File: config.mk
export PLATFORM = sky130hd
export DESIGN_NAME = rd_data_ctr_flat
export DESIGN_NICKNAME = d
export VERILOG_FILES = /design/src/rtl/rd_data_if.sv /design/src/rtl/rd_data_ctr.sv /design/src/flat_wrapper.sv
export SDC_FILE = /design/constraint.sdc
export NUM_CORES = 1
export LEC_CHECK = 0
export CORE_AREA = 2 2 89 91
export CTS_CLUSTER_DIAMETER = 200
export DETAILED_ROUTE_END_ITERATION = 10
export DIE_AREA = 0 0 91 93
export GPL_ROUTABILITY_DRIVEN = 0
export PLACE_DENSITY = 0.59
export SLEW_MARGIN = 15
export SYNTH_ARGS = -nofsm -noshare
export SYNTH_HDL_FRONTEND = slang
export SYNTH_SLANG_ARGS = --single-unit
File: constraint.sdc
create_clock -name clk -period 3.3 [get_ports clk]
set_input_delay 0.495 -clock clk [delete_from_list [all_inputs] [get_ports clk]]
set_output_delay 0.495 -clock clk [all_outputs]
set_load 0.01 [all_outputs]
File: src/rtl/rd_data_if.sv
// Upstream word stream plus problem-memory write port and load results for rd_data_ctr.
interface rd_data_if #(
  parameter int DATA_W = 16,
  parameter int ADDR_W = 5
);
  logic              in_valid;
  logic [DATA_W-1:0] in_data;
  logic              in_ready;
  logic              wr_en;
  logic [ADDR_W-1:0] wr_addr;
  logic [DATA_W-1:0] wr_data;
  logic [ADDR_W:0]   num_items;
  logic              hdr_clamped;
  logic              rd_done;

  modport master (
    output in_valid, in_data,
    input  in_ready, wr_en, wr_addr, wr_data, num_items, hdr_clamped, rd_done
  );

  modport slave (
    input  in_valid, in_data,
    output in_ready, wr_en, wr_addr, wr_data, num_items, hdr_clamped, rd_done
  );
endinterface

File: src/rtl/rd_data_ctr.sv
// Input-load stage: takes a length header then N words, writes word k to address k,
// and pulses rd_done once so the main controller can leave RD_DATA.
module rd_data_ctr #(
  parameter int             DATA_W   = 16,
  parameter int             DEPTH    = 32,
  parameter int             ADDR_W   = 5,
  parameter logic [2:0]     STATE_RD = 3'd1
) (
  input  logic            clk,
  input  logic            rst,
  input  logic [2:0]      current_state,
  rd_data_if.slave        bus
);

  typedef enum logic [2:0] {
    S_IDLE = 3'd0,
    S_HDR  = 3'd1,
    S_DATA = 3'd2,
    S_DONE = 3'd3,
    S_WAIT = 3'd4
  } state_t;

  localparam logic [DATA_W-1:0] DEPTH_D = DATA_W'(DEPTH);
  localparam logic [ADDR_W:0]   DEPTH_N = (ADDR_W+1)'(DEPTH);

  state_t          state;
  logic [ADDR_W:0] cnt;

  logic            in_rd;
  logic            acc;
  logic            hdr_over;
  logic [ADDR_W:0] n_clamp;
  logic            last;

  assign in_rd    = (current_state == STATE_RD);
  assign acc      = bus.in_valid && bus.in_ready;
  // Unsigned full-width compare; below the clamp the header fits in ADDR_W+1 bits.
  assign hdr_over = (bus.in_data > DEPTH_D);
  assign n_clamp  = hdr_over ? DEPTH_N : bus.in_data[ADDR_W:0];
  assign last     = ((cnt + 1'b1) == bus.num_items);

  // in_ready is registered, so it is set from the state being entered.
  always_ff @(posedge clk) begin
    if (rst) begin
      state           <= S_IDLE;
      cnt             <= '0;
      bus.in_ready    <= 1'b0;
      bus.wr_en       <= 1'b0;
      bus.wr_addr     <= '0;
      bus.wr_data     <= '0;
      bus.num_items   <= '0;
      bus.hdr_clamped <= 1'b0;
      bus.rd_done     <= 1'b0;
    end else begin
      bus.wr_en   <= 1'b0;
      bus.rd_done <= 1'b0;
      case (state)
        S_IDLE: begin
          bus.in_ready <= 1'b0;
          if (in_rd) begin
            state        <= S_HDR;
            cnt          <= '0;
            bus.in_ready <= 1'b1;
          end
        end

        S_HDR: begin
          if (acc) begin
            bus.num_items   <= n_clamp;
            bus.hdr_clamped <= hdr_over;
            cnt             <= '0;
            if (n_clamp == '0) begin
              state        <= S_DONE;
              bus.in_ready <= 1'b0;
              bus.rd_done  <= 1'b1;
            end else begin
              state <= S_DATA;
            end
          end
          // Abort wins over the header outcome but the latched header stands.
          if (!in_rd) begin
            state        <= S_IDLE;
            bus.in_ready <= 1'b0;
            bus.rd_done  <= 1'b0;
          end
        end

        S_DATA: begin
          if (acc) begin
            bus.wr_en   <= 1'b1;
            bus.wr_addr <= cnt[ADDR_W-1:0];
            bus.wr_data <= bus.in_data;
            cnt         <= cnt + 1'b1;
            if (last) begin
              state        <= S_DONE;
              bus.in_ready <= 1'b0;
              bus.rd_done  <= 1'b1;
            end
          end
          // The write of a same-cycle handshake is kept; only completion is dropped.
          if (!in_rd) begin
            state        <= S_IDLE;
            bus.in_ready <= 1'b0;
            bus.rd_done  <= 1'b0;
          end
        end

        S_DONE: begin
          state        <= S_WAIT;
          bus.in_ready <= 1'b0;
        end

        S_WAIT: begin
          bus.in_ready <= 1'b0;
          if (!in_rd) state <= S_IDLE;
        end

        default: begin
          state        <= S_IDLE;
          bus.in_ready <= 1'b0;
        end
      endcase
    end
  end

endmodule

File: src/flat_wrapper.sv
// flat-port wrapper written by rule: the top's interface ports become plain ports
module rd_data_ctr_flat 
#(
  parameter int             DATA_W   = 16,
  parameter int             DEPTH    = 32,
  parameter int             ADDR_W   = 5,
  parameter logic [2:0]     STATE_RD = 3'd1
)
  (clk, rst, current_state, bus_in_valid, bus_in_data, bus_in_ready, bus_wr_en, bus_wr_addr, bus_wr_data, bus_num_items, bus_hdr_clamped, bus_rd_done);
  rd_data_if #(.DATA_W(DATA_W), .ADDR_W(ADDR_W)) bus_i ();
  input  logic clk;
  input  logic rst;
  input  logic [2:0] current_state;
  input wire logic [$bits(bus_i.in_valid)-1:0] bus_in_valid;
  input wire logic [$bits(bus_i.in_data)-1:0] bus_in_data;
  output wire logic [$bits(bus_i.in_ready)-1:0] bus_in_ready;
  output wire logic [$bits(bus_i.wr_en)-1:0] bus_wr_en;
  output wire logic [$bits(bus_i.wr_addr)-1:0] bus_wr_addr;
  output wire logic [$bits(bus_i.wr_data)-1:0] bus_wr_data;
  output wire logic [$bits(bus_i.num_items)-1:0] bus_num_items;
  output wire logic [$bits(bus_i.hdr_clamped)-1:0] bus_hdr_clamped;
  output wire logic [$bits(bus_i.rd_done)-1:0] bus_rd_done;
  assign bus_i.in_valid = bus_in_valid;
  assign bus_i.in_data = bus_in_data;
  assign bus_in_ready = bus_i.in_ready;
  assign bus_wr_en = bus_i.wr_en;
  assign bus_wr_addr = bus_i.wr_addr;
  assign bus_wr_data = bus_i.wr_data;
  assign bus_num_items = bus_i.num_items;
  assign bus_hdr_clamped = bus_i.hdr_clamped;
  assign bus_rd_done = bus_i.rd_done;
  rd_data_ctr #(.DATA_W(DATA_W), .DEPTH(DEPTH), .ADDR_W(ADDR_W), .STATE_RD(STATE_RD)) u_core (.clk(clk), .rst(rst), .current_state(current_state), .bus(bus_i));
endmodule
==> results by group <==
STA
  • Worst clock skew: 7.452 ps
  • Worst-Margin Slew: ~760 ps
  • RSZ-0062 raised after global routing: false
  • Slew HR: about half
  • Setup TNS Final: 0 ps
  • Final period utilization: between 70% and 80%
  • Min Tclk post-route: between 2000 and 2500 ps
  • Max-slew violations: 0
  • Peak Freq: 431.5 MHz
  • Setup violations, final: 0
  • Final Hold Fails: 0

Synthesis
  • Syn Std Cell Area: 0.001832 sq mm
  • Multiplexer share of the synthesized area: 0%
  • Top cells by area, synth: dfxtp_1 (44%), nand2_1 (11%), a21oi_1 (7.9%), nor2_1 (4.5%), clkbuf_1 (2.3%)
  • Synth async-reset ratio: 0%
  • Area share of fa/ha/maj cells after synthesis: 0.6831%
  • Number of synthesized flops with an enable pin: 0
  • Cell variety after synth: 42
  • Syn Inst Count: around 230
  • Combinational family with the most area after synthesis: simple AND/OR/NAND/NOR gates
  • Synth Area in Compound Gates: between 10% and 20%
  • Sequential area share after synthesis: around 44%
  • Most numerous cell in the Yosys netlist: nand2_1
  • Synth area leader: dfxtp_1
  • Yosys warns: 0
  • Average size of a mapped cell: around 8 sq um
  • Post-synth top area share: between 40% and 50%
  • Synth Area in XOR/XNOR: under 10%
  • Commonest cells in the synthesized netlist: nand2_1 (52), dfxtp_1 (40), a21oi_1 (29)
  • #FFs+latches synth: 40
  • Post-synthesis simple-gate area fraction: about 28%
  • Top FF cell, synth: dfxtp_1
  • Syn Nets: 250

Clock network
  • Post-CTS sizing: 0
  • CTS H-tree lvls: 2
  • CTS Hold Buffers Added: 0
  • CTS Sinks: 40
  • CTS max path bufs: 2
  • Root buffer cell: clkbuf_8
  • Worst-path clk slew: ~90 ps
  • Post-CTS Setup Inserts: 0
  • CTS tree: yes
  • Worst-Skew Late Latency: about 300 ps
  • Num CTS Buffers: 5

Cells and area
  • NumNets Final: 297
  • Design area: roughly 0.0025 sq mm
  • # diodes: 0
  • Fraction of layout cells with a size suffix above 1: approximately 8.4%
  • Area grow syn2layout: 38.11%
  • Fill cell count: about 840

Placed design
  • Placed Area: between 0.002 and 0.0025 sq mm
  • PortBufs: 52
  • Placed wire-length estimate: between 3000 and 4000 um

Worst hold path
  • Worst min path class: flop to flop

Floorplan
  • Num ports: 53
  • Core area: 0.007527 sq mm
  • Site Rows: 32
  • Die X-Extent: around 91 um
  • Die Area: roughly 0.0085 sq mm
  • Die H: slightly above 90 um
  • Initial core utilization: between 20% and 30%

Pwr
  • Worst vdd ir: about 0.00024 V
  • P per Cell Area: 346.5 mW/mm^2
  • Static leakage: a little over 0.8 nW

Routing
  • Wire length per cell: 13.16 um
  • Via Count: roughly 1800
  • Post-Route WL: roughly 5000 um
  • DR pass1 iterations: 6
  • Vias per inst: between 4 and 5
  • Initial DRC count: 73
  • ANT nets after route: 0
  • DRC violations left: 0

GRT
  • GRT overflow: 0
  • Largest net degree at the start of global routing: 38
  • Total track usage: a little under an eighth
  • Vias in the first global route: ~1700
  • Global-route wire length before repair: slightly below 8000 um
  • Initial antenna violation count: 0

Setup path
  • Critical Path RT: about 3500 ps
  • WS Path Type: flop to flop
  • Crit path max fanout: 7
  • Setup crit start kind: flop
  • Crit path cell chain: ha_1, nand3_1, or3_4, a2111oi_4, o221ai_1, a31o_2
  • Crit path capture type: flop
  • CP arrival: 2510 ps
  • CP max-delay cell: dfxtp_1
  • Worst path max stage delay: approximately 470 ps

Outcome
  • Outcome: finished, final reports clean

Job
  • Max-Cap Viols: 0
## placed cells by master, fill, tap and decap left out, types with 3 or more instances in the layout
cell type / n
clkdlybuf4s50_1: 52
nand3_1: 6
nor3_1: 5
dfxtp_1: 40
nand3b_1: 3
clkbuf_8: 5
a31oi_1: 3
or2_2: 3
nand2_1: 52
o21ai_0: 3
xor2_1: 3
nor2_1: 22
a21oi_1: 29
xnor2_1: 4
a22oi_1: 5
a21o_1: 3
buf_4: 4
## cells by family after synthesis
group / Yosys count
DFF: 40
xor gates and xnor gates: 7
adders and majority gates: 1
buffers and inverters: 17
and+or+nand+nor: 107
AOI/OAI and AO/OA: 55
## path summary, 6_finish.rpt
check                        start               endpoint  slack (ps)  cells past startpoint
max                  u_core.cnt[0]    u_core.bus.in_ready         980                      6
min reg2reg  u_core.bus.wr_data[8]  u_core.bus.wr_data[8]         460                      2
max reg2reg          u_core.cnt[0]    u_core.bus.in_ready         980                      6
min          u_core.bus.wr_data[8]  u_core.bus.wr_data[8]         460                      2
## state kept, by name, summed over array words and instances, names as in the netlist
| signal | cells |
|---|---|
| u_core.bus.wr_data | 16 |
| u_core.bus.rd_done | 1 |
| u_core.cnt | 6 |
| u_core.bus.in_ready | 1 |
| u_core.state | 3 |
| u_core.bus.hdr_clamped | 1 |
| u_core.bus.wr_addr | 5 |
| u_core.bus.num_items | 6 |
| u_core.bus.wr_en | 1 |
## cell type report
type	count	area, sq um	area share (%)
multi-input combinational	170	954.7	37.73
sequential	40	800.8	31.65
timing repair buffer	56	550.5	21.76
tap	102	127.6	5.044
clock buffer	5	68.82	2.720
clock inverter	3	23.77	0.9397
inverter	1	3.754	0.1484
## critical path, delay by kind of cell (launching register included)
family	cells	cell delay [ps]
simple gates	2	530
flops	1	470
fa+ha+maj	1	310
compound gates	3	900
## through the flow
step | utilization (%) | total power [mW] | hold slack, ps | setup WS (ps) | instances
after floorplan | - | 0.5148 | 470.1 | 1262 | 227
after global placement | 32.38 | 0.5503 | 442.6 | 800.2 | 369
after detailed placement | 32.38 | 0.5505 | 449.7 | 734.4 | 369
after CTS | 33.61 | 0.8896 | 460.4 | 1002 | 377
after global routing | 33.61 | 0.9123 | 478.6 | 867.8 | 377
final | 33.61 | 0.8766 | 455.6 | 982.3 | 377
## per-layer routing
layer	routed length [um]	vias to the layer above	global-route usage (%)
met5	0	-	0
met2	2326	51	19.69
met3	256	10	3.223
met1	2263	828	13.45
li1	-	880	-
met4	114	0	4.672
## power breakdown
group	switching [mW]	total, mW	internal (mW)
Combinational	0.0231	0.0532	0.0301
Clock	0.188	0.337	0.150
Sequential	0.00271	0.486	0.483
No activity file was read; power rests on OpenSTA's default activity.
